==> config.mk <==
export PLATFORM = sky130hd
export DESIGN_NAME = fifo_push_arbiter
export DESIGN_NICKNAME = d
export VERILOG_FILES = /design/src/rtl/fifo_push_arbiter.sv
export SDC_FILE = /design/constraint.sdc
export NUM_CORES = 1
export LEC_CHECK = 0
export CORE_UTILIZATION = 28
export CTS_CLUSTER_DIAMETER = 60
export DETAILED_ROUTE_END_ITERATION = 12
export HOLD_SLACK_MARGIN = 0.05
export MAX_ROUTING_LAYER = met4
export PLACE_DENSITY = 0.82
export RECOVER_POWER = 25
export SLEW_MARGIN = 40
export SYNTH_ARGS = -nofsm -noshare
export SYNTH_HDL_FRONTEND = slang
export SYNTH_SLANG_ARGS = --single-unit
export TNS_END_PERCENT = 50
==> constraint.sdc <==
create_clock -name clk_i -period 2.9 [get_ports clk_i]
set_input_delay 0.435 -clock clk_i [delete_from_list [all_inputs] [get_ports clk_i]]
set_output_delay 0.435 -clock clk_i [all_outputs]
set_load 0.005 [all_outputs]
==> src/rtl/fifo_push_arbiter.sv <==
`default_nettype none
// ============================================================================
// Module   : fifo_push_arbiter
// Purpose  : Round-robin, burst-aware arbiter sharing one FIFO push port among
//            N_REQ valid/ready producers. A producer that starts a non-last
//            beat keeps the FIFO until its 'last' beat or MAX_BURST beats.
// Option   : FIFO_ARB_STATS_EN adds per-requester 32-bit accepted-beat
//            counters on push_count_o.
// Revision : 1.0 - initial release
// ============================================================================
module fifo_push_arbiter #(
  parameter int N_REQ      = 4,
  parameter int DATA_WIDTH = 32,
  parameter int MAX_BURST  = 4
) (
  input  logic                        clk_i,
  input  logic                        rst_i,
  input  logic [N_REQ-1:0]            req_valid_i,
  input  logic [N_REQ-1:0]            req_last_i,
  input  logic [N_REQ*DATA_WIDTH-1:0] req_data_i,
  output logic [N_REQ-1:0]            req_ready_o,
  input  logic                        fifo_full_i,
  output logic                        fifo_push_o,
  output logic [DATA_WIDTH-1:0]       fifo_data_o,
  output logic [N_REQ-1:0]            grant_o,
  output logic                        busy_o
`ifdef FIFO_ARB_STATS_EN
  ,
  output logic [N_REQ*32-1:0]         push_count_o
`endif
);

  localparam int IDX_W  = $clog2(N_REQ);
  localparam int BEAT_W = $clog2(MAX_BURST + 1);

  typedef enum logic [0:0] {
    IDLE  = 1'b0,
    BURST = 1'b1
  } state_t;

  state_t              state;
  logic [IDX_W-1:0]    owner;
  logic [IDX_W-1:0]    rr_ptr;
  logic [BEAT_W-1:0]   beats;

  logic                win_found;
  logic [IDX_W-1:0]    win_idx;
  logic                sel_found;
  logic [IDX_W-1:0]    sel_idx;
  logic                sel_valid;
  logic                sel_last;
  logic                xfer;
  logic                burst_done;

  // Round-robin search: first valid requester at or after rr_ptr, with wrap.
  always_comb begin : p_winner
    int j;
    win_found = 1'b0;
    win_idx   = '0;
    for (int k = 0; k < N_REQ; k++) begin
      j = int'(rr_ptr) + k;
      if (j >= N_REQ) j = j - N_REQ;
      if (!win_found && req_valid_i[j]) begin
        win_found = 1'b1;
        win_idx   = IDX_W'(j);
      end
    end
  end

  // Selected requester: the round-robin winner when idle, the owner when locked.
  // Reset masks the selection so every output reads zero during reset.
  always_comb begin : p_select
    if (state == IDLE) begin
      sel_found = win_found;
      sel_idx   = win_idx;
    end else begin
      sel_found = 1'b1;
      sel_idx   = owner;
    end
    if (rst_i) sel_found = 1'b0;
    sel_valid  = req_valid_i[sel_idx];
    sel_last   = req_last_i[sel_idx];
    xfer       = sel_found && sel_valid && !fifo_full_i;
    burst_done = sel_last || (beats == BEAT_W'(MAX_BURST - 1));
  end

  // Output steering: one-hot grant/ready and the selected data slice.
  always_comb begin : p_outputs
    grant_o     = '0;
    req_ready_o = '0;
    fifo_data_o = '0;
    for (int i = 0; i < N_REQ; i++) begin
      if (sel_found && (sel_idx == IDX_W'(i))) begin
        grant_o[i]     = 1'b1;
        req_ready_o[i] = !fifo_full_i;
        fifo_data_o    = req_data_i[i*DATA_WIDTH +: DATA_WIDTH];
      end
    end
    fifo_push_o = xfer;
  end

  assign busy_o = (state == BURST) && !rst_i;

  // Arbitration state machine: lock on a non-last beat, rotate on release.
  always_ff @(posedge clk_i) begin
    if (rst_i) begin
      state  <= IDLE;
      owner  <= '0;
      rr_ptr <= '0;
      beats  <= '0;
    end else begin
      case (state)
        IDLE: begin
          if (xfer) begin
            if (!sel_last && (MAX_BURST > 1)) begin
              state <= BURST;
              owner <= sel_idx;
              beats <= BEAT_W'(1);
            end else begin
              rr_ptr <= (sel_idx == IDX_W'(N_REQ - 1)) ? '0 : sel_idx + IDX_W'(1);
            end
          end
        end
        BURST: begin
          if (xfer) begin
            if (burst_done) begin
              state  <= IDLE;
              rr_ptr <= (owner == IDX_W'(N_REQ - 1)) ? '0 : owner + IDX_W'(1);
              beats  <= '0;
            end else begin
              beats <= beats + BEAT_W'(1);
            end
          end
        end
        default: begin
          state <= IDLE;
        end
      endcase
    end
  end

`ifdef FIFO_ARB_STATS_EN
  generate
    for (genvar g = 0; g < N_REQ; g++) begin : g_stats
      logic [31:0] count;
      // Accepted-beat counter for requester g; wraps naturally at 2^32.
      always_ff @(posedge clk_i) begin
        if (rst_i) begin
          count <= '0;
        end else if (xfer && (sel_idx == IDX_W'(g))) begin
          count <= count + 32'd1;
        end
      end
      assign push_count_o[g*32 +: 32] = count;
    end
  endgenerate
`endif

endmodule
`default_nettype wire

After elaboration in Yosys (flattened, before gate mapping)
Index checks and enable logic that the tools add are counted.
{ "op_classes": {"addsub": 10, "order_cmp": 9, "eq_ne": 10, "muxes": 60, "n_bitwise": 2, "n_reduce_logical": 20} }
{ "ops": {"columns": ["operator", "n"], "rows": [
  ["2-to-1 mux 32 bit", 8],
  ["< comparator 32 x 4 -> 1 bit (second input constant)", 4],
  ["2-to-1 mux 1 bit", 28],
  ["2-to-1 mux 2 bit", 11],
  ["binary-select mux 1 bit (select 2 bit)", 6],
  ["2-to-1 mux 3 bit", 4],
  ["subtractor 3 x 3 -> 4 bit (second input constant)", 3],
  ["logical AND 1 bit", 10],
  [">= comparator 3 bit (second input constant)", 3],
  ["inequality test 2 bit (second input constant)", 4],
  ["adder 2 x 2 -> 3 bit (second input constant)", 2],
  ["equality test 2 bit (second input constant)", 3],
  ["case mux 3 bit (2 select lines)", 1],
  ["AND reduction 3 bit", 2],
  ["logical NOT 1 bit", 5],
  ["adder 2 x 1 -> 2 bit (second input constant)", 2],
  ["case mux 2 bit (2 select lines)", 1],
  ["AND reduction 4 bit", 1],
  ["subtractor 2 x 3 -> 4 bit (second input constant)", 1],
  ["adder 2 x 1 -> 3 bit (second input constant)", 1],
  ["adder 3 x 1 -> 3 bit (second input constant)", 1],
  ["equality test 3 x 2 -> 1 bit (second input constant)", 1],
  [">= comparator 2 x 3 -> 1 bit (second input constant)", 1],
  ["< comparator 2 x 3 -> 1 bit (second input constant)", 1],
  ["other kinds (6)", 7]
]} }
{ "totals": {"regBits": 8, "out_inout_bits": 42} }

Depth between registers and ports, before layout
Gate-level depths: netlist of run 1.
{ "logic_depth": {"depth_word": 22, "depth_mapped": 11} }

Worst setup path before layout of run 1
No wires, ideal clock.
{ "synth_timing": {"kind": "input-to-output", "start": "input port req_valid_i[2]", "end": "output port fifo_data_o[22]", "arrival_time_ps": 2406, "setup_slack_ps": 59, "cell_stages": 11, "n_path_buf": 2, "cell_sequence": "and2b_1 > a311o_1 > a31o_4 > inv_1 > ha_1 > and2_1 > clkbuf_1 > clkbuf_1 > a221o_1 > o21ai_1 > o21ai_1"} }
{ "synth_via": {"elab_chain_len": 20, "word_cells_on_any_way": 41} }
{ "synth_lines": {"columns": ["element", "line", "source"], "rows": [
  ["from (decl)", "18", "input logic [N_REQ-1:0] req_valid_i,"],
  ["binary-select mux 1 bit (select 2 bit)", "63", "if (!win_found && req_valid_i[j]) begin"],
  ["2-to-1 mux 1 bit (not written as such) (2 in series)", "63", null],
  ["2-to-1 mux 1 bit", "63", null],
  ["logical NOT 1 bit", "63", null],
  ["logical AND 1 bit", "63", null],
  ["2-to-1 mux 1 bit", "63", null],
  ["logical NOT 1 bit", "63", null],
  ["logical AND 1 bit", "63", null],
  ["[2 not listed]", null, null],
  ["logical AND 1 bit", "63", null],
  ["2-to-1 mux 2 bit (*)", "63", null],
  ["2-to-1 mux 2 bit (*)", "73", "if (state == IDLE) begin"],
  ["via sel_idx[1]", "49", "logic [IDX_W-1:0] sel_idx;"],
  ["logical NOT 2 bit", "93", "if (sel_found && (sel_idx == IDX_W'(i))) begin"],
  ["logical AND 1 bit", "93", null],
  ["2-to-1 mux 32 bit (3 in series)", "93", null],
  ["2-to-1 mux 32 bit (*)", "93", null],
  ["to (decl)", "24", "output logic [DATA_WIDTH-1:0] fifo_data_o,"]
]} }
The timed path passes the listed nets; every way through them passes the cells marked *. The select of a mux whose other input is x is not followed.

Worst setup path in the final report of run 1
Same ends and word-level chain as after synthesis.

==> results of run 1 <==
[cell usage in the layout, fill, tap and decap left out, types with 4 or more instances in the layout]
master and n:
sky130_fd_sc_hd__o21ai_1 59, sky130_fd_sc_hd__inv_1 5, sky130_fd_sc_hd__nor2_1 5, sky130_fd_sc_hd__dfxtp_1 6
sky130_fd_sc_hd__o21ai_2 5, sky130_fd_sc_hd__buf_16 4, sky130_fd_sc_hd__nand2_1 41, sky130_fd_sc_hd__nand2b_1 4
sky130_fd_sc_hd__buf_4 25, sky130_fd_sc_hd__a221o_1 32, sky130_fd_sc_hd__buf_6 13, sky130_fd_sc_hd__buf_12 4
sky130_fd_sc_hd__clkbuf_2 5, sky130_fd_sc_hd__mux2i_1 4, sky130_fd_sc_hd__clkdlybuf4s50_1 139, sky130_fd_sc_hd__buf_2 28
[cell usage after synthesis]
cell type / instances / area (um^2)
sky130_fd_sc_hd__nand2b_1: 4 / 25.02
sky130_fd_sc_hd__nor2_1: 6 / 22.52
sky130_fd_sc_hd__a21boi_1: 1 / 7.510
sky130_fd_sc_hd__o21bai_1: 1 / 7.510
sky130_fd_sc_hd__a21oi_1: 3 / 15.01
sky130_fd_sc_hd__a221o_1: 32 / 320.3
sky130_fd_sc_hd__and2b_1: 1 / 7.510
sky130_fd_sc_hd__o2111a_1: 1 / 11.26
sky130_fd_sc_hd__or2b_1: 1 / 7.510
sky130_fd_sc_hd__o21ai_1: 51 / 255.2
sky130_fd_sc_hd__nor4_1: 1 / 6.260
sky130_fd_sc_hd__dfxtp_1: 8 / 160.2
sky130_fd_sc_hd__o211a_1: 1 / 10.01
sky130_fd_sc_hd__mux2i_1: 4 / 40.04
sky130_fd_sc_hd__buf_6: 1 / 11.26
sky130_fd_sc_hd__ha_1: 6 / 75.07
sky130_fd_sc_hd__o221ai_1: 1 / 8.760
sky130_fd_sc_hd__a31oi_1: 3 / 18.77
sky130_fd_sc_hd__a21o_1: 2 / 15.01
sky130_fd_sc_hd__a41o_1: 1 / 10.01
sky130_fd_sc_hd__a311o_1: 1 / 10.01
sky130_fd_sc_hd__nor3_1: 2 / 10.01
sky130_fd_sc_hd__a31o_4: 1 / 17.52
sky130_fd_sc_hd__a221oi_1: 1 / 8.760
sky130_fd_sc_hd__a311oi_1: 1 / 8.760
sky130_fd_sc_hd__xnor2_1: 1 / 8.760
sky130_fd_sc_hd__or3_1: 2 / 12.51
sky130_fd_sc_hd__nor2b_1: 1 / 6.260
sky130_fd_sc_hd__o32ai_1: 2 / 17.52
sky130_fd_sc_hd__and2_1: 4 / 25.02
sky130_fd_sc_hd__mux2_4: 1 / 15.01
sky130_fd_sc_hd__a211oi_1: 2 / 15.01
sky130_fd_sc_hd__nand3_1: 2 / 10.01
sky130_fd_sc_hd__o21ai_0: 15 / 75.07
sky130_fd_sc_hd__a2111o_1: 2 / 22.52
sky130_fd_sc_hd__inv_1: 7 / 26.28
sky130_fd_sc_hd__nand3b_1: 1 / 7.510
sky130_fd_sc_hd__buf_1: 1 / 3.750
sky130_fd_sc_hd__inv_2: 2 / 7.510
sky130_fd_sc_hd__and3_1: 2 / 12.51
sky130_fd_sc_hd__o21a_1: 1 / 7.510
sky130_fd_sc_hd__clkbuf_1: 21 / 78.83
sky130_fd_sc_hd__nand2_1: 43 / 161.4
[logic make-up after synthesis]
logic type	Yosys count	synth area share, %
compound gates	123	53.79
xor+xnor	1	0.5465
fa+ha+maj	6	4.684
buf+inv	32	7.963
flops	8	9.992
mux	5	3.435
simple gates	70	19.59
[what timing repair did]
action / 4_1_cts / 5_1_grt
gates resized for setup: 169 / 32
pin swaps: 23 / 33
buffers inserted: 11 / 1
setup endpoints to repair: 42 / 34
cloned: 5 / 2
[stage by stage]
step / hold WS, ns / cells
floorplan: 0.4554 / 245
global placement: 0.4824 / 505
detailed placement: 0.4891 / 505
CTS: 0.4968 / 524
global route: 0.5454 / 526
finish: 0.4916 / 526
[per-layer routing]
layer  wire (um)  global-route usage (%)  vias to the layer above  share of wire (%)
met5           0                       -                        -                  0
met4         207                   9.434                        0                2.2
met3         654                   3.294                       21                6.9
met2        4909                   57.61                      147                 52
met1        3694                   34.37                     1327                 39
li1            -                       -                     1366                  -
[final timing paths]
check                          to  slack (ns)
hold / removal           beats[0]        0.49
hold reg to reg          beats[0]        0.49
setup reg to reg        rr_ptr[0]        0.19
setup / recovery  fifo_data_o[22]       -0.08
[registers in the layout, summed over array words and instances (netlist names)]
name and cells:
rr_ptr 2, owner 2, state 1, beats 3
[power by group through the flow]
stage | Sequential (mW) | Combinational, mW | Clock (mW)
finish | 0.125 | 0.891 | 0.136
global route | 0.126 | 0.956 | 0.144
floorplan | 0.125 | 0.307 | 0
detailed placement | 0.126 | 0.808 | 0
CTS | 0.125 | 0.873 | 0.139
global placement | 0.126 | 0.796 | 0
[critical path, delay by kind of cell]
| family | cells | cell delay [ns] |
|---|---|---|
| buf+inv | 7 | 0.78 |
| simple gates | 1 | 0.05 |
| compound gates | 5 | 1.11 |
| fa+ha+maj | 1 | 0.15 |
[layout make-up]
cell class | instances | area (um^2)
multi-input combinational | 205 | 1405
sequential | 8 | 165.2
timing repair buffer | 229 | 2232
tap | 72 | 90.09
clock buffer | 3 | 41.29
fill | 419 | 1531
inverter | 9 | 41.29
==> run metrics, run 1 <==
summed instance area of the synthesized netlist 0.001603 mm^2; mean number of vias per cell 5.439; placed wire-length estimate 6627 um; number of buffers created by CTS 3; CP max stage delay 0.38 ns; post-detailed-routing wire length 9466 um; PnR Total Power 1.151 mW; sequential power share 10.8%; number of antenna violations at the first check in global routing 0; final setup TNS -0.8931 ns; initial standard-cell utilization of the core 29.11%; internal power 0.7446 mW; wire length of the first global-routing pass 14,300 um; DR iter-0 viols 157; clock network fraction of design power 11.8%; Setup Crit Path Kind primary input to primary output; flops & latches, synth 8; final worst path period need 2.976 ns; per-instance average area after synthesis 6.542 um^2; sequential share of the synthesized area 9.992%; critical path required time 2.47 ns; crit start category primary input; hold_buf cts 0; Slew Limit Fails 0; slowest stage cell on the critical path sky130_fd_sc_hd__a311o_1; ordered list of cells on the worst path buf_6 -> buf_6 -> a311o_1 -> a31o_4 -> inv_4 -> ha_4 -> nor2_4 -> buf_6 -> buf_6 -> buf_16 -> a221o_1 -> o21ai_1 -> o21ai_1 -> buf_2; placer's final routability congestion estimate 0.9406; H-tree levels 1; via count of the first global-routing pass 2,820; worst clock skew 0.001876 ns; average wire per standard cell 18.00 um; worst voltage drop across the vdd grid 180.3 uV; slew at the pin with the worst max-slew slack 0.5099 ns; Net Sw Frac 35.33%; maximum number of buffers from clock root to sink 2; clock latency of the later-clocked register in the worst-skew pair 0.23 ns; class of the tightest hold or removal check flop to flop; die area 0.006031 mm^2; instance count of the mapped netlist 245; Die Width 77.66 um; net switching power 0.4068 mW; cell depth of the worst hold path 1; endpoint kind of the worst setup timing path primary output; crit share post-route 102.6%; maximum fanout count along the critical path 6; layout overhead on the synthesized area 148.0%; worst setup margin -0.07604 ns; total power per unit cell area 289.6 mW/mm^2; Setup Slack @ Placement -0.7882 ns; most numerous cell on the critical path sky130_fd_sc_hd__buf_6; CTS tree built; placement-stage cell area 0.003687 mm^2; RSZ-0062 raised after global routing true; number of cell instances on the worst register-to-register path 9; status complete, but fails checks; final hold violation count 0; ratio of cells with drive above 1 in the final layout 24.01%; aggregate global-route resource usage 30.97%; Synthesis Warnings 0; final net count 601; Finish-stage setup viols 26; io pins 181; residual antenna-violating net count after detailed routing 0; Max Cap Violations 0; TritonCTS Sinks 8; remaining max-slew budget at the tightest pin 66.01%; HP Start beats[0]; area of the core 0.005507 mm^2; Final Cell Area 0.003975 mm^2; remaining global-route overflow 0; placement row count 27; clock root cell sky130_fd_sc_hd__clkbuf_8; data arrival time of the critical path 2.54 ns; relative contribution of combinational cells to total power 77.4%; static leakage 1.684 nW; violations in the final reports setup timing; final routed DRC violation total 0; synth unique cells 43; Util after Layout 72.19%; clock edge transition at the registers on the reported setup and hold paths 0.04 ns; fmax 336.0 MHz; ant diodes 0; start point of the critical path req_valid_i[2]; router iterations before antenna repair 5; Reg2Reg Launch Point rr_ptr[0]; net count after synthesis 390; pin count of the biggest net entering global routing 52; via count 2,861; number of buffer cells added on primary ports 180; Die Y-Extent 77.66 um
Note: power is estimated with default switching activity, not from simulation.
==> run 2, diff against run 1 <==
--- a/config.mk
+++ b/config.mk
@@ -7,6 +7,7 @@
 export LEC_CHECK = 0
 export CORE_UTILIZATION = 28
 export CTS_CLUSTER_DIAMETER = 60
+export CTS_CLUSTER_SIZE = 16
 export DETAILED_ROUTE_END_ITERATION = 12
 export HOLD_SLACK_MARGIN = 0.05
 export MAX_ROUTING_LAYER = met4
==> results of run 2 <==
The final DEF is identical to that of run 1; final timing and power are the same.
